File: src/rtl/onehot_seq_ctrl_if.sv
// Control and status bundle between the switch inputs and the
// one-hot LED sequencer.
interface onehot_seq_ctrl_if;
    logic       en;
    logic [1:0] mode;
    logic [2:0] speed;
    logic       step_req;
    logic       load;
    logic [2:0] load_idx;
    logic [2:0] idx_o;
    logic [7:0] onehot_o;
    logic       adv_o;
    logic       wrap_o;
    logic       dir_o;

    modport master (
        output en, mode, speed, step_req, load, load_idx,
        input  idx_o, onehot_o, adv_o, wrap_o, dir_o
    );

    modport slave (
        input  en, mode, speed, step_req, load, load_idx,
        output idx_o, onehot_o, adv_o, wrap_o, dir_o
    );
endinterface

File: src/rtl/onehot_seq_ctrl.sv
// Timed 3-bit index sequencer for the one-hot LED decoder:
// prescaled walk up/down/bounce, manual step and index load.
module onehot_seq_ctrl #(
    parameter int BASE_SHIFT = 2,
    parameter int DIV_W      = 12
) (
    input  logic             clk,
    input  logic             rst_n,
    onehot_seq_ctrl_if.slave bus
);
    typedef enum logic {UP = 1'b0, DN = 1'b1} dir_t;

    logic [DIV_W-1:0] cnt;
    logic [DIV_W-1:0] lim;
    logic [2:0]       idx;
    logic [2:0]       idx_d;
    logic [7:0]       onehot;
    dir_t             dir;
    dir_t             dir_d;
    logic             adv;
    logic             adv_d;
    logic             wrap;
    logic             wrap_d;
    logic             tick;

    // Shift overflow at the widest setting wraps to all-ones, still correct.
    always_comb begin
        lim = (DIV_W'(1) << (BASE_SHIFT + int'(bus.speed)))
            - DIV_W'(1);
    end

    assign tick = bus.en && (cnt >= lim);

    always_comb begin
        idx_d  = idx;
        dir_d  = dir;
        adv_d  = 1'b0;
        wrap_d = 1'b0;
        unique case (bus.mode)
            2'b00: begin
                if (bus.en && bus.step_req) begin
                    idx_d  = idx + 3'd1;
                    adv_d  = 1'b1;
                    wrap_d = (idx == 3'd7);
                end
            end
            2'b01: begin
                if (tick) begin
                    idx_d  = idx + 3'd1;
                    dir_d  = UP;
                    adv_d  = 1'b1;
                    wrap_d = (idx == 3'd7);
                end
            end
            2'b10: begin
                if (tick) begin
                    idx_d  = idx - 3'd1;
                    dir_d  = DN;
                    adv_d  = 1'b1;
                    wrap_d = (idx == 3'd0);
                end
            end
            2'b11: begin
                if (tick) begin
                    adv_d = 1'b1;
                    if (dir == UP) begin
                        if (idx == 3'd7) begin
                            idx_d  = 3'd6;
                            dir_d  = DN;
                            wrap_d = 1'b1;
                        end else begin
                            idx_d = idx + 3'd1;
                        end
                    end else begin
                        if (idx == 3'd0) begin
                            idx_d  = 3'd1;
                            dir_d  = UP;
                            wrap_d = 1'b1;
                        end else begin
                            idx_d = idx - 3'd1;
                        end
                    end
                end
            end
        endcase
    end

    always_ff @(posedge clk) begin
        if (!rst_n) begin
            cnt    <= '0;
            idx    <= 3'd0;
            onehot <= 8'h01;
            dir    <= UP;
            adv    <= 1'b0;
            wrap   <= 1'b0;
        end else begin
            adv  <= 1'b0;
            wrap <= 1'b0;
            if (bus.load) begin
                // A coincident tick or step is dropped; dir is kept.
                idx    <= bus.load_idx;
                onehot <= 8'h01 << bus.load_idx;
                cnt    <= '0;
            end else begin
                if (tick) begin
                    cnt <= '0;
                end else if (bus.en) begin
                    cnt <= cnt + DIV_W'(1);
                end
                idx    <= idx_d;
                onehot <= 8'h01 << idx_d;
                dir    <= dir_d;
                adv    <= adv_d;
                wrap   <= wrap_d;
            end
        end
    end

    assign bus.idx_o    = idx;
    assign bus.onehot_o = onehot;
    assign bus.adv_o    = adv;
    assign bus.wrap_o   = wrap;
    assign bus.dir_o    = (dir == DN);
endmodule

File: src/flat_wrapper.sv
// flat-port wrapper written by rule: the top's interface ports become plain ports
module onehot_seq_ctrl_flat 
#(
    parameter int BASE_SHIFT = 2,
    parameter int DIV_W      = 12
)
  (clk, rst_n, bus_en, bus_mode, bus_speed, bus_step_req, bus_load, bus_load_idx, bus_idx_o, bus_onehot_o, bus_adv_o, bus_wrap_o, bus_dir_o);
  onehot_seq_ctrl_if bus_i ();
  input  logic clk;
  input  logic rst_n;
  input wire logic [$bits(bus_i.en)-1:0] bus_en;
  input wire logic [$bits(bus_i.mode)-1:0] bus_mode;
  input wire logic [$bits(bus_i.speed)-1:0] bus_speed;
  input wire logic [$bits(bus_i.step_req)-1:0] bus_step_req;
  input wire logic [$bits(bus_i.load)-1:0] bus_load;
  input wire logic [$bits(bus_i.load_idx)-1:0] bus_load_idx;
  output wire logic [$bits(bus_i.idx_o)-1:0] bus_idx_o;
  output wire logic [$bits(bus_i.onehot_o)-1:0] bus_onehot_o;
  output wire logic [$bits(bus_i.adv_o)-1:0] bus_adv_o;
  output wire logic [$bits(bus_i.wrap_o)-1:0] bus_wrap_o;
  output wire logic [$bits(bus_i.dir_o)-1:0] bus_dir_o;
  assign bus_i.en = bus_en;
  assign bus_i.mode = bus_mode;
  assign bus_i.speed = bus_speed;
  assign bus_i.step_req = bus_step_req;
  assign bus_i.load = bus_load;
  assign bus_i.load_idx = bus_load_idx;
  assign bus_idx_o = bus_i.idx_o;
  assign bus_onehot_o = bus_i.onehot_o;
  assign bus_adv_o = bus_i.adv_o;
  assign bus_wrap_o = bus_i.wrap_o;
  assign bus_dir_o = bus_i.dir_o;
  onehot_seq_ctrl #(.BASE_SHIFT(BASE_SHIFT), .DIV_W(DIV_W)) u_core (.clk(clk), .rst_n(rst_n), .bus(bus_i));
endmodule
File: config.mk
export PLATFORM = sky130hd
export DESIGN_NAME = onehot_seq_ctrl_flat
export DESIGN_NICKNAME = d
export VERILOG_FILES = /design/src/rtl/onehot_seq_ctrl_if.sv /design/src/rtl/onehot_seq_ctrl.sv /design/src/flat_wrapper.sv
export SDC_FILE = /design/constraint.sdc
export NUM_CORES = 1
export LEC_CHECK = 0
export ABC_AREA = 1
export CAP_MARGIN = 20
export CELL_PAD_IN_SITES_DETAIL_PLACEMENT = 0
export CELL_PAD_IN_SITES_GLOBAL_PLACEMENT = 1
export CORE_MARGIN = 1.5
export CORE_UTILIZATION = 34
export CTS_CLUSTER_DIAMETER = 30
export CTS_CLUSTER_SIZE = 20
export DETAILED_ROUTE_END_ITERATION = 12
export PLACE_DENSITY_LB_ADDON = 0.1
export SETUP_SLACK_MARGIN = 0.02
export SYNTH_ARGS = -nofsm -noshare
export SYNTH_HDL_FRONTEND = slang
export SYNTH_SLANG_ARGS = --single-unit
export TNS_END_PERCENT = 50
File: constraint.sdc
create_clock -name clk -period 9.1 [get_ports clk]
set_input_delay 1.365 -clock clk [delete_from_list [all_inputs] [get_ports clk]]
set_output_delay 1.365 -clock clk [all_outputs]
set_load 0.01 [all_outputs]
==> run_results.csv, run 1 <==
group,metric,value,unit
timing,tightest_slew,0.593,ns
layout,fill_cells,556,
clock_network,cts_buffers,3,
job,cap_violations,0,
setup_path,critPathBufInv,3,
floorplanning,die-area,5850,um^2
clock_network,cts_setup_buffers,0,
hold_path,hold_path.class,"reg -> reg",
layout,fin_util,43.4,%
power_and_ir_drop,vdd_ir_drop_max,62.8,uV
synthesis,synth_area,1840,um^2
clock_network,cts_hold_buffers,0,
clock_network,path_clk_slew,0.10,ns
routing,routedWlPerCell,11.4,um
routing,route.detailed.drc,0,
power_and_ir_drop,power,0.269,mW
setup_path,cp_data_arrival_time,4.67,ns
setup_path,setup.worst_path.class,"in -> reg",
clock_network,clock-root-buffer,"clkbuf_8",
layout,drive_gt1_share,6.10,%
timing,finalHoldViolations,0,
setup_path,worst_ep_required_time,9.28,ns
floorplanning,rows,26,
floorplanning,num_io_pins,27,
setup_path,crit_slowest_cell,"clkdlybuf4s50_1",
layout,nNetsFinal,333,
floorplanning,start_util,35.5,%
clock_network,ctsLongestPathBuffers,2,
synthesis,syn_avg_cell_area,6.88,um^2
clock_network,clk_latency,0.27,ns
layout,register_area,520,um^2
setup_path,cp_cell_sequence,"clkdlybuf4s50_1 > inv_1 > ha_1 > inv_1 > nand2_1 > o21ai_0 > nor3_1 > xnor2_1 > ha_1 > nand2_1 > nor2_2 > nand2_1 > nor2_1 > nand2_1 > nand2_2 > nand3_1 > nand2_1 > nand3_1 > nand2_1 > nand2_1 > nand2_1 > nand2_1 > nand2_2 > nor2_1",
place,placed_area,2170,um^2
synthesis,synth-seq-cells,26,
layout,areaGrowthSynthToFinish,22.3,%
global_routing,grt_pass1_vias,1576,
timing,period_share,49.4,%
place,port_buffers,26,
outcome,status,"finished clean",
routing,via_per_inst,4.53,
routing,dr.pass1.iters,4,
floorplanning,core_area,5170,um^2
timing,max_freq,223,MHz
synthesis,syn_nets,304,
floorplanning,die_width,76.5,um
clock_network,cts_num_sinks,26,
global_routing,grt_pass1_wl,7070,um
synthesis,synthArstFlopShare,0,%
place,place_hpwl,3360,um
setup_path,critPathCaptureType,"flop",
global_routing,grt_max_degree,16,
setup_path,cp_common_cell,"nand2_1",
power_and_ir_drop,p_per_area,120,nW/um^2
global_routing,antenna_found_initial,0,
setup_path,path_max_fanout,7,
layout,n_antenna_cell,0,
routing,finalWirelength,4160,um
place,routabilityCongestion,0.830,
floorplanning,die_h,76.5,um
clock_network,cts_resized,0,
routing,ant_nets,0,
synthesis,synth_cells,267,
layout,stdcell_area,2250,um^2
synthesis,synth_cell_types,26,
timing,rsz0062_at_grt,"false",
global_routing,grt-ovfl-total,0,
timing,post-route-min-period,4.49,ns
timing,slew_headroom,60.3,%
timing,finalClockSkew,0.0102,ns
synthesis,synth_edf_count,0,
routing,vias,1652,
synthesis,ys_warn_count,0,
synthesis,synth_seq_area_share,28.3,%
timing,drv_slew,0,
timing,setup_viol,0,
timing,tns,0,ns
power_and_ir_drop,leakage,1.04,nW
global_routing,grt_usage,14.9,%
setup_path,critPathLaunchType,"input port",
layout,multiInputGateArea,1150,um^2
setup_path,max_stage_delay,0.58,ns
synthesis,synth_ff_type,"dfxtp_1",
clock_network,cts_tree,"built",
routing,first_iter_violations,47,
setup_path,path_delay_family,"simple AND/OR/NAND/NOR gates",
clock_network,htree_levels,1,
worst min-delay path, stage by stage, from the launching register on:
cell and delay (ns):
dfxtp_1 0.36, nand2_1 0.08, a21oi_1 0.05
flip-flops by register name (all words and copies together), names as in the netlist:
signal,cells
u_core.cnt,12
u_core.bus.dir_o,1
u_core.bus.adv_o,1
u_core.bus.onehot_o,8
u_core.bus.idx_o,3
u_core.bus.wrap_o,1
final cells by class:
class                      count  share of cell area (%)
sequential                    26                    23.2
tap                           70                    3.90
clock inverter                 1                    1.34
clock buffer                   3                    1.84
multi-input combinational    197                    51.1
inverter                      42                    7.08
timing repair buffer          26                    11.6
kinds of logic after synthesis:
| kind of cell | synth area share [%] |
|---|---|
| buffers and inverters | 9.20 |
| and+or+nand+nor | 31.8 |
| DFF | 28.3 |
| adders and majority gates | 16.3 |
| xor gates and xnor gates | 5.72 |
| AOI/OAI and AO/OA | 8.58 |
synthesized netlist by cell type, types with 2 or more instances:
| library cell | number | area share, % |
|---|---|---|
| dfxtp_1 | 26 | 28 |
| buf_2 | 2 | 0.54 |
| nor3_1 | 4 | 1.1 |
| nand3_1 | 16 | 4.4 |
| xor2_1 | 8 | 3.8 |
| or2_2 | 3 | 1.0 |
| a21oi_1 | 10 | 2.7 |
| xnor2_1 | 4 | 1.9 |
| ha_1 | 24 | 16 |
| inv_1 | 41 | 8.4 |
| nor2_1 | 32 | 6.5 |
| o21ai_0 | 11 | 3.0 |
| nor2_2 | 2 | 0.68 |
| nand4_1 | 4 | 1.4 |
| nand2_1 | 66 | 13 |
| nand2_2 | 4 | 1.4 |
through the flow:
step | hold WS (ns) | setup WS, ns | instances
after floorplan | 0.477 | 5.29 | 267
after global placement | 0.509 | 4.31 | 361
after detailed placement | 0.519 | 4.32 | 361
after CTS | 0.533 | 4.59 | 365
after global routing | 0.566 | 4.13 | 365
final | 0.530 | 4.61 | 365
final timing paths:
| kind | start | endpoint | slack (ns) | depth (start not counted) |
|---|---|---|---|---|
| worst max-delay path | bus_speed[1] | u_core.bus.onehot_o[7] | 4.61 | 24 |
| worst min-delay path | u_core.cnt[1] | u_core.cnt[1] | 0.53 | 2 |
| worst max register to register | u_core.bus.idx_o[0] | u_core.bus.onehot_o[4] | 7.02 | 12 |
| worst min register to register | u_core.cnt[1] | u_core.cnt[1] | 0.53 | 2 |
where the power goes:
group,switching [mW],internal [mW],total (mW)
Combinational,0.0304,0.0226,0.0531
Clock,0.0385,0.0589,0.0974
Sequential,0.00222,0.117,0.119
Total,0.0711,0.198,0.269
cells in the final DEF (no fill, tap or decap), types with 2 or more instances in the layout:
cell,synthesis,final
nor3_1,4,4
inv_1,41,41
clkbuf_8,0,3
or2_2,3,3
nor2_2,2,2
nand4_1,4,4
nand2_2,4,4
o21ai_0,11,11
a21oi_1,10,10
xnor2_1,4,4
nor2_1,32,32
dfxtp_1,26,26
clkdlybuf4s50_1,0,26
ha_1,24,24
nand2_1,66,66
xor2_1,8,8
nand3_1,16,16
per-layer routing:
layer	share of wire [%]	up-vias	wire length, um	GRT usage, %
met5	0	-	0	0
met4	1.2	0	49	4.81
met3	2.8	4	118	2.16
met2	47	32	1950	25.6
met1	49	721	2050	19.1
li1	-	895	-	-
Note: power is estimated with default switching activity, not from simulation.
==> run 2: changes to the inputs <==
clock period = 3.9 ns   (was 9.1 ns; I/O delays follow)
==> run 2 against run 1 <==
Effect of this change:
- register-to-register slack got worse by 5.2 ns
- routed wire length shrank 3.7%
- first-iteration DRC count grew 19%
- critical path type unchanged
- largest power group unchanged
==> run_results.csv, run 2 (synthesized netlist as in run 1, its figures left out) <==
group,metric,value,unit
setup_path,max_stage_delay,0.53,ns
setup_path,critPathLaunchType,"input port",
setup_path,crit_cells,23,
timing,rsz0062_at_grt,"false",
place,place_hpwl,3230,um
layout,largest_reg_flops,12,
setup_path,crit_slowest_cell,"clkdlybuf4s50_1",
setup_path,crit_start,"bus_speed[2]",
setup_path,setup.worst_path.class,"in -> reg",
setup_path,r2r_start,"u_core.bus.idx_o[0]",
routing,vias,1632,
layout,largest-register,"u_core.cnt",
global_routing,grt_pass1_wl,7110,um
clock_network,cts_tree,"built",
outcome,status,"finished clean",
timing,post-route-min-period,3.47,ns
floorplanning,start_util,35.5,%
clock_network,htree_levels,1,
setup_path,cp_data_arrival_time,3.65,ns
routing,ant_nets,0,
setup_path,worst_ep_required_time,4.08,ns
floorplanning,rows,26,
clock_network,path_clk_slew,0.10,ns
setup_path,reg2reg_slack,1.83,ns
power_and_ir_drop,p_per_area,259,nW/um^2
setup_path,critPathCaptureType,"flop",
timing,drv_slew,0,
floorplanning,die-area,5850,um^2
layout,areaGrowthSynthToFinish,22.2,%
global_routing,antenna_found_initial,0,
layout,fill_cells,544,
routing,via_per_inst,4.45,
setup_path,path_delay_family,"simple AND/OR/NAND/NOR gates",
layout,final_cell_mix,"nand2_1 (66), inv_1 (41), nor2_1 (32)",
layout,register_area,520,um^2
clock_network,clk_latency,0.27,ns
power_and_ir_drop,power,0.581,mW
floorplanning,die_width,76.5,um
global_routing,grt_max_degree,16,
setup_path,critPathBufInv,5,
clock_network,cts_buffers,3,
floorplanning,die_h,76.5,um
timing,finalHoldViolations,0,
routing,routedWlPerCell,10.9,um
place,port_buffers,26,
setup_path,r2r_end,"u_core.bus.onehot_o[4]",
job,cap_violations,0,
layout,drive_gt1_share,6.73,%
routing,finalWirelength,4010,um
timing,setup_viol,0,
floorplanning,core_area,5170,um^2
clock_network,ctsLongestPathBuffers,2,
floorplanning,num_io_pins,27,
hold_path,hold_path.class,"reg -> reg",
timing,period_share,89.0,%
routing,first_iter_violations,56,
layout,n_antenna_cell,0,
layout,multiInputGateArea,1150,um^2
setup_path,path_max_fanout,7,
timing,tns,0,ns
clock_network,cts_setup_buffers,0,
clock_network,clock-root-buffer,"clkbuf_8",
timing,tightest_slew,0.591,ns
timing,max_freq,288,MHz
layout,final_common_cell,"nand2_1",
routing,route.detailed.drc,0,
setup_path,critPathCapture,"u_core.bus.onehot_o[6]",
power_and_ir_drop,vdd_ir_drop_max,146,uV
setup_path,reg2reg_depth,12,
routing,dr.pass1.iters,4,
global_routing,grt_usage,14.9,%
setup_path,cp_common_cell,"nand2_1",
timing,slew_headroom,60.5,%
power_and_ir_drop,leakage,1.04,nW
global_routing,grt_pass1_vias,1608,
place,routabilityCongestion,0.848,
timing,finalClockSkew,0.00667,ns
global_routing,grt-ovfl-total,0,
layout,nNetsFinal,335,
clock_network,cts_num_sinks,26,
setup_path,cp_cell_sequence,"clkdlybuf4s50_1 > inv_1 > ha_1 > inv_1 > nand2_1 > o21ai_1 > nor3_1 > xnor2_1 > ha_1 > nand2_1 > inv_1 > nand2_1 > nand3_1 > nor2_1 > nand2_2 > nand2_2 > nand2_1 > nand2_1 > nand2_1 > a21oi_4 > inv_1 > nand3_1 > nor2_1",
## run 2: changes by cell type in the layout (fill, tap and decap cells not counted)
cell	before	now
o21ai_0	11	10
bufinv_16	1	0
buf_4	0	2
clkbuf_8	3	4
o21ai_1	0	1
## run 2: through the flow
| step | std cells | utilization (%) | setup WS, ns | instance area (um^2) | hold WS [ns] |
|---|---|---|---|---|---|
| floorplan | 267 | - | 0.868 | 1840 | 0.477 |
| global placement | 363 | 42.3 | 0.102 | 2190 | 0.515 |
| detailed placement | 363 | 42.3 | 0.0576 | 2190 | 0.512 |
| CTS | 367 | 43.4 | 0.319 | 2240 | 0.529 |
| global route | 367 | 43.4 | 0.102 | 2240 | 0.560 |
| finish | 367 | 43.4 | 0.428 | 2240 | 0.521 |
## run 2: layout make-up
type	count	area share (%)
Multi-Input combinational cell	197	51.1
Sequential cell	26	23.2
Timing Repair Buffer	28	12.3
Inverter	42	7.08
Tap cell	70	3.90
Clock buffer	4	2.45
## run 2: worst min-delay path by stage
stage,start,end,cells past startpoint
4_1_cts,u_core.cnt[3],u_core.cnt[3],2
3_3_place_gp,u_core.cnt[1],u_core.cnt[1],2
3_5_place_dp,u_core.cnt[3],u_core.cnt[3],2
6_report,u_core.cnt[3],u_core.cnt[3],2
2_1_floorplan,u_core.cnt[3],u_core.cnt[3],2
5_1_grt,u_core.cnt[3],u_core.cnt[3],2
## run 2: worst reg2reg max path: stages, from the launching register on
cell	delay (ns)
dfxtp_1	0.37
ha_1	0.23
ha_1	0.23
or2_2	0.30
o21ai_0	0.17
nand3_1	0.09
nand2_1	0.09
nand2_1	0.04
nand2_1	0.09
nand3_4	0.10
a21oi_2	0.16
inv_1	0.06
nor2_2	0.09
## run 2: report_power, final
part           switching (mW)  total [mW]  internal (mW)
clock network          0.0879       0.178         0.0903
registers             0.00492       0.277          0.272
logic                  0.0710       0.126         0.0546
## run 2: metal layers
| layer | track usage [%] | up-vias | part of all wire (%) | wire length, um |
|---|---|---|---|---|
| li1 | - | 905 | - | - |
| met1 | 18.3 | 698 | 48 | 1940 |
| met3 | 2.51 | 2 | 3.1 | 124 |
| met4 | 3.33 | 0 | 0.67 | 27 |
| met5 | 0 | - | 0 | 0 |
| met2 | 27.0 | 27 | 48 | 1910 |
## run 2: repair_timing
item,CTS,global route
resized for setup,0,1
setup endpoints to repair,0,7
hold buffers,0,0
